--- config.mk ---
export PLATFORM = sky130hd
export DESIGN_NAME = cpu_ctrl_flat
export DESIGN_NICKNAME = d
export VERILOG_FILES = /design/src/rtl/cpu_ctrl_pkg.sv /design/src/rtl/cpu_ctrl_if.sv /design/src/rtl/cpu_ctrl_cond_eval.sv /design/src/rtl/cpu_ctrl.sv /design/src/flat_wrapper.sv
export SDC_FILE = /design/constraint.sdc
export NUM_CORES = 1
export LEC_CHECK = 0
export BUFFER_PORTS_ARGS = -buffer_cell sky130_fd_sc_hd__buf_4
export CAP_MARGIN = 20
export CORE_ASPECT_RATIO = 0.8
export CORE_MARGIN = 1
export CORE_UTILIZATION = 25
export CTS_CLUSTER_DIAMETER = 150
export CTS_CLUSTER_SIZE = 28
export DETAILED_ROUTE_END_ITERATION = 7
export GPL_TIMING_DRIVEN = 0
export SETUP_SLACK_MARGIN = 0.5
export SYNTH_ARGS = -nofsm -noshare
export SYNTH_HDL_FRONTEND = slang
export SYNTH_HIERARCHICAL = 1
export SYNTH_SLANG_ARGS = --single-unit
--- constraint.sdc ---
create_clock -name clk -period 3.5 [get_ports clk]
set_clock_uncertainty 0.15 [all_clocks]
set_input_delay 0.35 -clock clk [delete_from_list [all_inputs] [get_ports clk]]
set_output_delay 0.35 -clock clk [all_outputs]
set_load 0.005 [all_outputs]
--- src/rtl/cpu_ctrl_pkg.sv ---
// Shared encodings for the cpu_ctrl multi-cycle instruction controller:
// opcodes, ALU control codes, branch conditions, PSR bit positions, FSM states.
package cpu_ctrl_pkg;

    typedef enum logic [2:0] {
        S_FETCH, S_DECODE, S_EXEC, S_WB, S_BRANCH
    } state_e;

    typedef enum logic [3:0] {
        OP_RTYPE = 4'b0000, OP_ANDI  = 4'b0001, OP_ORI   = 4'b0010,
        OP_XORI  = 4'b0011, OP_ADDI  = 4'b0101, OP_ADDUI = 4'b0110,
        OP_SHIFT = 4'b1000, OP_SUBI  = 4'b1001, OP_CMPI  = 4'b1011,
        OP_BCOND = 4'b1100, OP_MOVI  = 4'b1101, OP_LUI   = 4'b1111
    } opcode_e;

    localparam logic [3:0] EXT_CMP = 4'b1011;
    localparam logic [3:0] EXT_LSH = 4'b0100;

    typedef enum logic [5:0] {
        ALU_NOP  = 6'b000000, ALU_AND  = 6'b000001, ALU_OR   = 6'b000010,
        ALU_XOR  = 6'b000011, ALU_ADD  = 6'b000101, ALU_ADDU = 6'b000110,
        ALU_SUB  = 6'b001001, ALU_CMP  = 6'b001011, ALU_MOV  = 6'b001101,
        ALU_LSH  = 6'b100101, ALU_ASH  = 6'b111100, ALU_LUI  = 6'b111111
    } alu_cont_e;

    typedef enum logic [3:0] {
        CC_EQ = 4'h0, CC_NE = 4'h1, CC_CS = 4'h2, CC_CC = 4'h3,
        CC_LO = 4'h4, CC_HS = 4'h5, CC_MI = 4'h6, CC_PL = 4'h7,
        CC_FS = 4'h8, CC_FC = 4'h9, CC_HI = 4'hA, CC_LS = 4'hB,
        CC_GT = 4'hC, CC_LE = 4'hD, CC_UC = 4'hE, CC_NV = 4'hF
    } cond_e;

    localparam int PSR_C = 0;
    localparam int PSR_L = 2;
    localparam int PSR_F = 5;
    localparam int PSR_Z = 6;
    localparam int PSR_N = 7;

endpackage

--- src/rtl/cpu_ctrl_if.sv ---
// Fetch/decode/register-file control bundle between cpu_ctrl (master) and
// the datapath plus fetch source (slave).
interface cpu_ctrl_if #(
    parameter int WIDTH         = 16,
    parameter int ALU_CONT_BITS = 6
);
    logic [WIDTH-1:0]         instr_data;
    logic                     instr_valid;
    logic                     instr_ready;
    logic [WIDTH-1:0]         psr_flags;
    logic [ALU_CONT_BITS-1:0] alu_cont;
    logic [3:0]               rf_raddr_a;
    logic [3:0]               rf_raddr_b;
    logic [WIDTH-1:0]         imm_out;
    logic                     b_sel_imm;
    logic                     rf_we;
    logic [3:0]               rf_waddr;
    logic [WIDTH-1:0]         pc_out;
    logic                     illegal;

    modport master (
        input  instr_data, instr_valid, psr_flags,
        output instr_ready, alu_cont, rf_raddr_a, rf_raddr_b, imm_out,
               b_sel_imm, rf_we, rf_waddr, pc_out, illegal
    );

    modport slave (
        output instr_data, instr_valid, psr_flags,
        input  instr_ready, alu_cont, rf_raddr_a, rf_raddr_b, imm_out,
               b_sel_imm, rf_we, rf_waddr, pc_out, illegal
    );
endinterface

--- src/rtl/cpu_ctrl_cond_eval.sv ---
// Branch condition evaluator: maps a 4-bit condition code and the PSR flags
// to a taken bit. Purely combinational.
module cond_eval
    import cpu_ctrl_pkg::*;
#(
    parameter int WIDTH = 16
) (
    input  logic [3:0]       cond,
    input  logic [WIDTH-1:0] psr_flags,
    output logic             taken
);
    logic c, l, f, z, n;
    logic unused_psr;

    assign c = psr_flags[PSR_C];
    assign l = psr_flags[PSR_L];
    assign f = psr_flags[PSR_F];
    assign z = psr_flags[PSR_Z];
    assign n = psr_flags[PSR_N];
    assign unused_psr = ^psr_flags;

    always_comb begin
        taken = 1'b0;
        case (cond_e'(cond))
            CC_EQ: taken = z;
            CC_NE: taken = !z;
            CC_CS: taken = c;
            CC_CC: taken = !c;
            CC_LO: taken = l;
            CC_HS: taken = !l;
            CC_MI: taken = n;
            CC_PL: taken = !n;
            CC_FS: taken = f;
            CC_FC: taken = !f;
            CC_HI: taken = !l && !z;
            CC_LS: taken = l || z;
            CC_GT: taken = !n && !z;
            CC_LE: taken = n || z;
            CC_UC: taken = 1'b1;
            default: taken = 1'b0;
        endcase
    end
endmodule

--- src/rtl/cpu_ctrl.sv ---
// Multi-cycle instruction controller: FETCH/DECODE/EXEC/WB for ALU ops,
// FETCH/DECODE/BRANCH for conditional branches; owns the PC and the IR.
module cpu_ctrl
    import cpu_ctrl_pkg::*;
#(
    parameter int WIDTH         = 16,
    parameter int ALU_CONT_BITS = 6
) (
    input logic        clk,
    input logic        reset,
    cpu_ctrl_if.master bus
);
    localparam logic [WIDTH-1:0] PC_STEP = WIDTH'(1);

    state_e state_q, state_d;

    logic [WIDTH-1:0]         ir_q, pc_q, imm_q;
    logic [ALU_CONT_BITS-1:0] alu_q;
    logic [3:0]               ra_q, rb_q;
    logic                     bsel_q, wb_en_q;

    logic [3:0]       op, rd, ext, rs;
    logic [WIDTH-1:0] imm_s, imm_z, shamt, dec_imm;
    logic [5:0]       dec_alu;
    logic             dec_bsel, dec_wb, dec_legal, dec_branch, taken;

    assign op    = ir_q[15:12];
    assign rd    = ir_q[11:8];
    assign ext   = ir_q[7:4];
    assign rs    = ir_q[3:0];
    assign imm_s = {{(WIDTH-8){ir_q[7]}}, ir_q[7:0]};
    assign imm_z = {{(WIDTH-8){1'b0}}, ir_q[7:0]};
    assign shamt = {{(WIDTH-4){1'b0}}, rs};

    // rd doubles as the condition field for branches
    cond_eval #(.WIDTH(WIDTH)) u_cond (
        .cond      (rd),
        .psr_flags (bus.psr_flags),
        .taken     (taken)
    );

    always_comb begin
        dec_alu    = ALU_NOP;
        dec_imm    = '0;
        dec_bsel   = 1'b0;
        dec_wb     = 1'b1;
        dec_legal  = 1'b1;
        dec_branch = 1'b0;
        case (opcode_e'(op))
            OP_RTYPE: begin
                dec_alu = {2'b00, ext};
                dec_wb  = (ext != EXT_CMP);
            end
            OP_ANDI, OP_ORI, OP_XORI, OP_MOVI: begin
                dec_alu  = {2'b00, op};
                dec_imm  = imm_z;
                dec_bsel = 1'b1;
            end
            OP_ADDI, OP_ADDUI, OP_SUBI, OP_CMPI: begin
                dec_alu  = {2'b00, op};
                dec_imm  = imm_s;
                dec_bsel = 1'b1;
                dec_wb   = (op != OP_CMPI);
            end
            OP_SHIFT: begin
                if (ext == EXT_LSH) begin
                    dec_alu = ALU_LSH;
                end else if (ext[3:1] == 3'b000) begin
                    dec_alu  = ALU_LSH;
                    dec_bsel = 1'b1;
                    dec_imm  = ext[0] ? -shamt : shamt;
                end else begin
                    dec_legal = 1'b0;
                end
            end
            OP_LUI: begin
                dec_alu  = ALU_LUI;
                dec_imm  = imm_z;
                dec_bsel = 1'b1;
            end
            OP_BCOND: begin
                dec_branch = 1'b1;
                dec_wb     = 1'b0;
                dec_imm    = imm_s;
            end
            default: dec_legal = 1'b0;
        endcase
    end

    always_ff @(posedge clk or posedge reset) begin
        if (reset) state_q <= S_FETCH;
        else       state_q <= state_d;
    end

    always_comb begin
        state_d         = state_q;
        bus.instr_ready = 1'b0;
        bus.rf_we       = 1'b0;
        bus.rf_waddr    = '0;
        bus.illegal     = 1'b0;
        case (state_q)
            S_FETCH: begin
                bus.instr_ready = 1'b1;
                if (bus.instr_valid) state_d = S_DECODE;
            end
            S_DECODE: begin
                bus.illegal = !dec_legal;
                if (!dec_legal)     state_d = S_FETCH;
                else if (dec_branch) state_d = S_BRANCH;
                else                 state_d = S_EXEC;
            end
            S_EXEC: state_d = S_WB;
            S_WB: begin
                bus.rf_we    = wb_en_q;
                bus.rf_waddr = rd;
                state_d      = S_FETCH;
            end
            S_BRANCH: state_d = S_FETCH;
            default:  state_d = S_FETCH;
        endcase
    end

    always_ff @(posedge clk or posedge reset) begin
        if (reset) begin
            ir_q    <= '0;
            pc_q    <= '0;
            imm_q   <= '0;
            alu_q   <= '0;
            ra_q    <= '0;
            rb_q    <= '0;
            bsel_q  <= 1'b0;
            wb_en_q <= 1'b0;
        end else begin
            case (state_q)
                S_FETCH: if (bus.instr_valid) ir_q <= bus.instr_data;
                S_DECODE: begin
                    alu_q   <= ALU_CONT_BITS'(dec_alu);
                    imm_q   <= dec_imm;
                    bsel_q  <= dec_bsel;
                    ra_q    <= rd;
                    rb_q    <= rs;
                    wb_en_q <= dec_wb;
                    if (!dec_legal) pc_q <= pc_q + PC_STEP;
                end
                S_WB:     pc_q <= pc_q + PC_STEP;
                S_BRANCH: pc_q <= taken ? pc_q + imm_s : pc_q + PC_STEP;
                default: ;
            endcase
        end
    end

    assign bus.alu_cont   = alu_q;
    assign bus.imm_out    = imm_q;
    assign bus.b_sel_imm  = bsel_q;
    assign bus.rf_raddr_a = ra_q;
    assign bus.rf_raddr_b = rb_q;
    assign bus.pc_out     = pc_q;
endmodule

--- src/flat_wrapper.sv ---
// flat-port wrapper written by rule: the top's interface ports become plain ports
module cpu_ctrl_flat import cpu_ctrl_pkg::*;
#(
    parameter int WIDTH         = 16,
    parameter int ALU_CONT_BITS = 6
)
  (clk, reset, bus_instr_data, bus_instr_valid, bus_psr_flags, bus_instr_ready, bus_alu_cont, bus_rf_raddr_a, bus_rf_raddr_b, bus_imm_out, bus_b_sel_imm, bus_rf_we, bus_rf_waddr, bus_pc_out, bus_illegal);
  cpu_ctrl_if #(.WIDTH(WIDTH), .ALU_CONT_BITS(ALU_CONT_BITS)) bus_i ();
  input logic clk;
  input logic reset;
  input wire logic [$bits(bus_i.instr_data)-1:0] bus_instr_data;
  input wire logic [$bits(bus_i.instr_valid)-1:0] bus_instr_valid;
  input wire logic [$bits(bus_i.psr_flags)-1:0] bus_psr_flags;
  output wire logic [$bits(bus_i.instr_ready)-1:0] bus_instr_ready;
  output wire logic [$bits(bus_i.alu_cont)-1:0] bus_alu_cont;
  output wire logic [$bits(bus_i.rf_raddr_a)-1:0] bus_rf_raddr_a;
  output wire logic [$bits(bus_i.rf_raddr_b)-1:0] bus_rf_raddr_b;
  output wire logic [$bits(bus_i.imm_out)-1:0] bus_imm_out;
  output wire logic [$bits(bus_i.b_sel_imm)-1:0] bus_b_sel_imm;
  output wire logic [$bits(bus_i.rf_we)-1:0] bus_rf_we;
  output wire logic [$bits(bus_i.rf_waddr)-1:0] bus_rf_waddr;
  output wire logic [$bits(bus_i.pc_out)-1:0] bus_pc_out;
  output wire logic [$bits(bus_i.illegal)-1:0] bus_illegal;
  assign bus_i.instr_data = bus_instr_data;
  assign bus_i.instr_valid = bus_instr_valid;
  assign bus_i.psr_flags = bus_psr_flags;
  assign bus_instr_ready = bus_i.instr_ready;
  assign bus_alu_cont = bus_i.alu_cont;
  assign bus_rf_raddr_a = bus_i.rf_raddr_a;
  assign bus_rf_raddr_b = bus_i.rf_raddr_b;
  assign bus_imm_out = bus_i.imm_out;
  assign bus_b_sel_imm = bus_i.b_sel_imm;
  assign bus_rf_we = bus_i.rf_we;
  assign bus_rf_waddr = bus_i.rf_waddr;
  assign bus_pc_out = bus_i.pc_out;
  assign bus_illegal = bus_i.illegal;
  cpu_ctrl #(.WIDTH(WIDTH), .ALU_CONT_BITS(ALU_CONT_BITS)) u_core (.clk(clk), .reset(reset), .bus(bus_i));
endmodule
After elaboration in Yosys (flattened, before gate mapping)
Index checks and enable logic that the tools add are counted.
W data, S select, Z words.

word-level totals
  register bits = 67
  bits of input ports = 35
  output and inout port bits = 54
  word-level logic and storage cells = 95

cells by class
  add/subtract/negate cells = 3
  eq/ne operators = 34
  muxes and demuxes = 26
  reduce and logical (&&, ||, !) cells = 23

operators with widths
  operator                 number
  $pmux W16 S3             2
  $mux W16                 5
  $eq A4 B4 Y1 const B     13
  $eq A4 B3 Y1 const B     7
  $pmux W6 S4              1
  $add A16 B1 Y16 const B  1
  $add A16 B16 Y16         1
  $eq A4 B2 Y1 const B     4
  $neg A4 Y16              1
  $pmux W1 S15             1
  $mux W6                  2
  $reduce_or A11 Y1        1
  $reduce_or A5 Y1         2
  $mux W3                  3
  $pmux W3 S3              1
  $reduce_or A9 Y1         1
  $eq A4 B1 Y1 const B     2
  $logic_not A4 Y1         2
  $ne A4 B4 Y1 const B     2
  $reduce_or A8 Y1         1
  $mux W1                  7
  $eq A3 B2 Y1 const B     2
  $logic_not A1 Y1         6
  $logic_not A3 Y1         2
  11 further kinds         16

Logic depth before layout (Yosys ltp)
  word-level depth = 6
  gate-level depth with buffers = 11
  gate-level depth less buffers = 9

Hierarchy
The synthesis kept the hierarchy.

modules (own cells, without submodules)
  module     instances  cells each  area an instance (µm²)  seq. area each (µm²)
  cpu_ctrl   1          435         3822.4                  1551.5
  cond_eval  1          25          180.2                   0.0

Worst setup path after synthesis
OpenSTA, ideal clock, no wires.

  kind = register -> register
  start = register u_core.pc_q[0], in the netlist u_core/bus.pc_out[0]
  end = register u_core.pc_q[12], in the netlist u_core/bus.pc_out[12]
  library setup time = 0.126 ns
  arrival = 2.450 ns
  data required time = 3.224 ns
  slack = 0.774 ns
  cell stages (with the launch flop) = 10
  path buffers = 0
  period minus slack after synthesis = 2.726 ns
  cells stage by stage = dfrtp_1 > ha_1 > fa_1 > a21o_1 > a31oi_1 > o21ai_0 > a41oi_1 > o21ai_0 > xnor2_1 > a221o_1

between the ends
  longest elaborated chain between the ends = 3
  elaborated cells on any way between the ends = 5
  those cells by class = add/sub: 2; mux: 3

ends and longest elaborated chain
  element                                                     line                                               RTL
  from (decl)                                                 cpu_ctrl.sv:17                                     logic [WIDTH-1:0] ir_q, pc_q, imm_q;
  from (signal assigned)                                      cpu_ctrl.sv:143                                    if (!dec_legal) pc_q <= pc_q + PC_STEP;
  from (signal assigned)                                      cpu_ctrl.sv:145                                    S_WB: pc_q <= pc_q + PC_STEP;
  from (signal assigned)                                      cpu_ctrl.sv:146                                    S_BRANCH: pc_q <= taken ? pc_q + imm_s : pc_q + PC_STEP;
  $add A16 B1 Y16 / $add A16 B16 Y16 (equally long branches)  cpu_ctrl.sv:143, cpu_ctrl.sv:145, cpu_ctrl.sv:146
  $mux W16, on equally long branches                          cpu_ctrl.sv:146, cpu_ctrl.sv:143
  $pmux W16 S3 *                                              cpu_ctrl.sv:134                                    case (state_q)

Mark *: on every way between the ends. The rest lies on a longest branch, timed or not. The select of a mux whose other input is x is not followed.
A chain may end at the register's enable or synchronous reset.

Worst setup path after layout
  start = register u_core.ir_q[10]
  end = register u_core.pc_q[11], in the netlist u_core/bus.pc_out[11]

between the ends
  longest elaborated chain between the ends = 4
  elaborated cells on any way between the ends = 18
  those cells by class = eq/ne: 14; mux: 3; reduce/logical: 1

ends and longest elaborated chain
  element                               line                      RTL
  from (decl)                           cpu_ctrl.sv:17
  from (signal assigned)                cpu_ctrl.sv:135           S_FETCH: if (bus.instr_valid) ir_q <= bus.instr_data;
  $eq A4 B4 Y1 (tied with other cells)  cpu_ctrl_cond_eval.sv:24  case (cond_e'(cond))
  $pmux W1 S15 *                        cpu_ctrl_cond_eval.sv:24
  named net u_core.taken                cpu_ctrl.sv:25            logic dec_bsel, dec_wb, dec_legal, dec_branch, taken;
  $mux W16 *                            cpu_ctrl.sv:146
  $pmux W16 S3 *                        cpu_ctrl.sv:134

The timed path passes the listed nets; every way through them passes the cells marked *.

==> qor.txt <==
number of buffers created by CTS: 9
vias in the first global route: 3584
critical path peak fanout: 10
Distinct cells, synth: 64
area used by multi-input combinational logic: 2252 sq um
library cell used as clock root buffer: clkbuf_16
first-pass GRT wire length: 19.02 mm
shortest clock period the worst path allows after layout: 2863 ps
Initial Util: 0.2614
top cell family by delay on the critical path: compound AO/OA/AOI/OAI gates
via count: 3768
total negative setup slack: 0 ps
antenna cell count: 0
Rel. slew slack: 0.5452
commonest non-fill, non-tap cells in the layout: buf_4, nand2_1, dfrtp_1
CTS H-Tree Depth: 3
final cycle utilization of the critical path: 0.8179
maximum number of pins on one net before global-route repair: 41
YS warnings: 6
placed wire-length estimate after detailed placement: 8.854 mm
leading cell type in the layout, fill and taps excluded: buf_4
Leak: 0.002367 uW
final weighted congestion of routability-driven global placement: 0.8898
cells taking the most area after synthesis: dfrtp_1, nand2_1, o21ai_0
sequential share of power: 0.274
slew at the pin closest to its max-slew limit: 679.2 ps
met3 WL post-DR: 835 um
deepest clock path buffer count: 2
Mapped Nets: 514
Overflow after GRT: 0
clock-pin slew reported for the worst setup and hold paths after clock tree synthesis: 50 ps
unrepaired setup endpoints after global routing: no
met2 wire len: 5.087 mm
synthesized area divided by synthesized cell count: 8.701 sq um
violation count after the first detailed-routing iteration: 227
DRC Markers: 0
Final ANT Viol Nets: 0
total of max-cap violations: 0
Critical Path End Type: register
combinational share of power: 0.549
floorplan die height: 115.2 um
detail-routed net length per standard cell: 15.39 um
number of nets in the layout: 605
buffer and inverter count on the worst path: 3
number of antenna violations at the first check in global routing: 0
Ports: 89
CP Class: register to register
Data required, critical path: 3560 ps
fraction of final layout cells sized beyond drive strength 1: 0.2356
portion of synthesized cell area occupied by the leading cell type: 0.3876
Highest Clock Rate: 349.3 MHz
net switching fraction of the power: 0.4447
number of filler cells placed in the layout: 1638
uppermost signal routing layer after detailed routing: met4
total internal power: 2766 uW
worst endpoint data arrival time: 2920 ps
wire length on met1: 5.734 mm
cell area after technology mapping: 4003 sq um
number of flip-flops and latches in the synthesized netlist: 62
final hold slack: 71.74 ps
routed vias/inst: 4.919
Final Max Tran Viols: 0
clock network fraction of design power: 0.177
core area: 15310 sq um
total net switching power: 2216 uW
area of all sequential standard cells: 1551 sq um
Max stage delay on crit path: 490 ps
Mapped Cells: 460
final hold vios: 0
total wire length: 11.79 mm
Peak supply drop: 412.2 uV
top cell type by total area after synthesis: dfrtp_1
Pwr per Cell Area: 959.3 nW/um^2
clk sinks: 62
result of the run: finished, final reports clean
clock tree from TritonCTS: done
global-route total usage across every layer: 0.1508
ys flop type: dfrtp_1
die outline width: 143.5 um
Slowest cell on crit path: or4_1
share of synthesized flip-flops with an asynchronous set or reset: 1.000
share of the yosys chip area belonging to registers: 0.3876
detailed-routing iteration count for the pre-antenna-repair pass: 5
count of buffers from port buffering: 77
launching element type of the critical path: register
layout overhead on the synthesized area: 29.76%
# rows: 40
number of enable-type register cells in the synthesized netlist: 0
hold crit path type: input pin to register
clock network latency to the later pin of the worst-skew pair: 340 ps
chain of cells forming the critical path: buf_6 -> inv_2 -> o311a_1 -> o311a_1 -> or4_1 -> and3_1 -> clkbuf_2 -> a21oi_1 -> nor2_1 -> o22ai_2 -> a21oi_1
area enclosed by the die boundary: 16520 sq um
total of endpoints with negative setup slack in the final report: 0
[stage by stage]
step | std cells | util | cell area [sq um] | setup slack (ps) | total power, uW
2_1_floorplan | 460 | - | 4003 | 773.9 | 3121
3_3_place_gp | 747 | 0.3163 | 4843 | 468.8 | 3969
3_5_place_dp | 748 | 0.3176 | 4863 | 476.4 | 4046
4_1_cts | 765 | 0.3378 | 5174 | 553.4 | 4971
5_1_grt | 766 | 0.3391 | 5194 | 516.6 | 5398
6_report | 766 | 0.3391 | 5194 | 637.4 | 4982
[power by group through the flow]
stage	clock network [uW]	registers (uW)	logic [uW]
2_1_floorplan	0	1280	1840
3_3_place_gp	0	1370	2600
3_5_place_dp	0	1370	2670
4_1_cts	907	1360	2700
5_1_grt	947	1420	3030
6_report	883	1370	2730
[cell usage after synthesis, types with 5 or more instances]
library cell / instances
a21oi_1: 37
a31oi_1: 8
and3_1: 8
buf_4: 5
buf_6: 6
clkbuf_1: 16
dfrtp_1: 62
ha_1: 18
inv_1: 12
mux2_2: 8
nand2_1: 78
nand2b_1: 6
nand3_1: 7
nand4_1: 6
nor2_1: 26
nor3_1: 8
o211ai_1: 6
o21a_1: 5
o21ai_0: 53
xnor2_1: 7
xor2_1: 10
[path summary, 6_finish.rpt]
path | depth (start not counted) | start | slack [ps] | endpoint
setup / recovery | 11 | u_core/ir_q[10] | 640 | u_core/bus.pc_out[11]
hold / removal | 3 | bus_instr_data[13] | 70 | u_core/ir_q[13]
setup reg to reg | 11 | u_core/ir_q[10] | 640 | u_core/bus.pc_out[11]
hold reg to reg | 1 | u_core/bus.pc_out[15] | 310 | u_core/bus.pc_out[15]
max in group asynchronous | 4 | reset | 2110 | u_core/wb_en_q
min in group asynchronous | 3 | reset | 470 | u_core/bus.pc_out[13]
[cell families (layout without fill, tap and decap cells)]
family / count (synthesis) / after routing / share of synthesized area
adder cells (fa/ha/maj): 19 / 19 / 0.06127
AND/OR/NAND/NOR: 164 / 164 / 0.1973
multiplexers: 9 / 9 / 0.02501
buffers and inverters: 40 / 136 / 0.05345
AO/OA/AOI/OAI: 149 / 149 / 0.2382
flip-flops: 62 / 62 / 0.3876
XOR/XNOR: 17 / 17 / 0.03720
[flip-flops by register name (all words and copies together) (netlist names)]
signal                 cells
u_core/bus.rf_raddr_a      4
u_core/bus.pc_out         16
u_core/bus.imm_out        11
u_core/bus.b_sel_imm       1
u_core/ir_q               16
u_core/state_q             3
u_core/wb_en_q             1
u_core/bus.alu_cont        6
u_core/bus.rf_raddr_b      4
[timing repair]
action	4_1_cts	5_1_grt
setup buffers	0	1
hold buffers	1	0
resized for setup	2	10
endpoints found under the hold margin	22	0
pin swaps	0	1
setup endpoints to repair	3	11
[area by class of cell]
| cell class | instances | share of cell area |
|---|---|---|
| plain buffers | 27 | 0.03300 |
| clock buffers | 10 | 0.04409 |
| clock inverters | 6 | 0.01205 |
| inverters | 13 | 0.009395 |
| multi-input cells | 358 | 0.4336 |
| flip-flops and latches | 62 | 0.2987 |
| well taps | 210 | 0.05059 |
| repair buffers | 80 | 0.1185 |
[worst register-to-register path, stage by stage (launching register included)]
cell and delay (ps):
dfrtp_1 420, buf_6 160, inv_2 40, o311a_1 300
o311a_1 340, or4_1 490, and3_1 220, clkbuf_2 200
a21oi_1 160, nor2_1 70, o22ai_2 130, a21oi_1 50
[routing by layer]
| layer | vias to the layer above | global-route usage |
|---|---|---|
| li1 | 1843 | - |
| met1 | 1794 | 0.2137 |
| met2 | 117 | 0.2201 |
| met3 | 14 | 0.04165 |
| met4 | 0 | 0.04823 |
| met5 | - | 0 |
No activity file was read; power rests on OpenSTA's default activity.
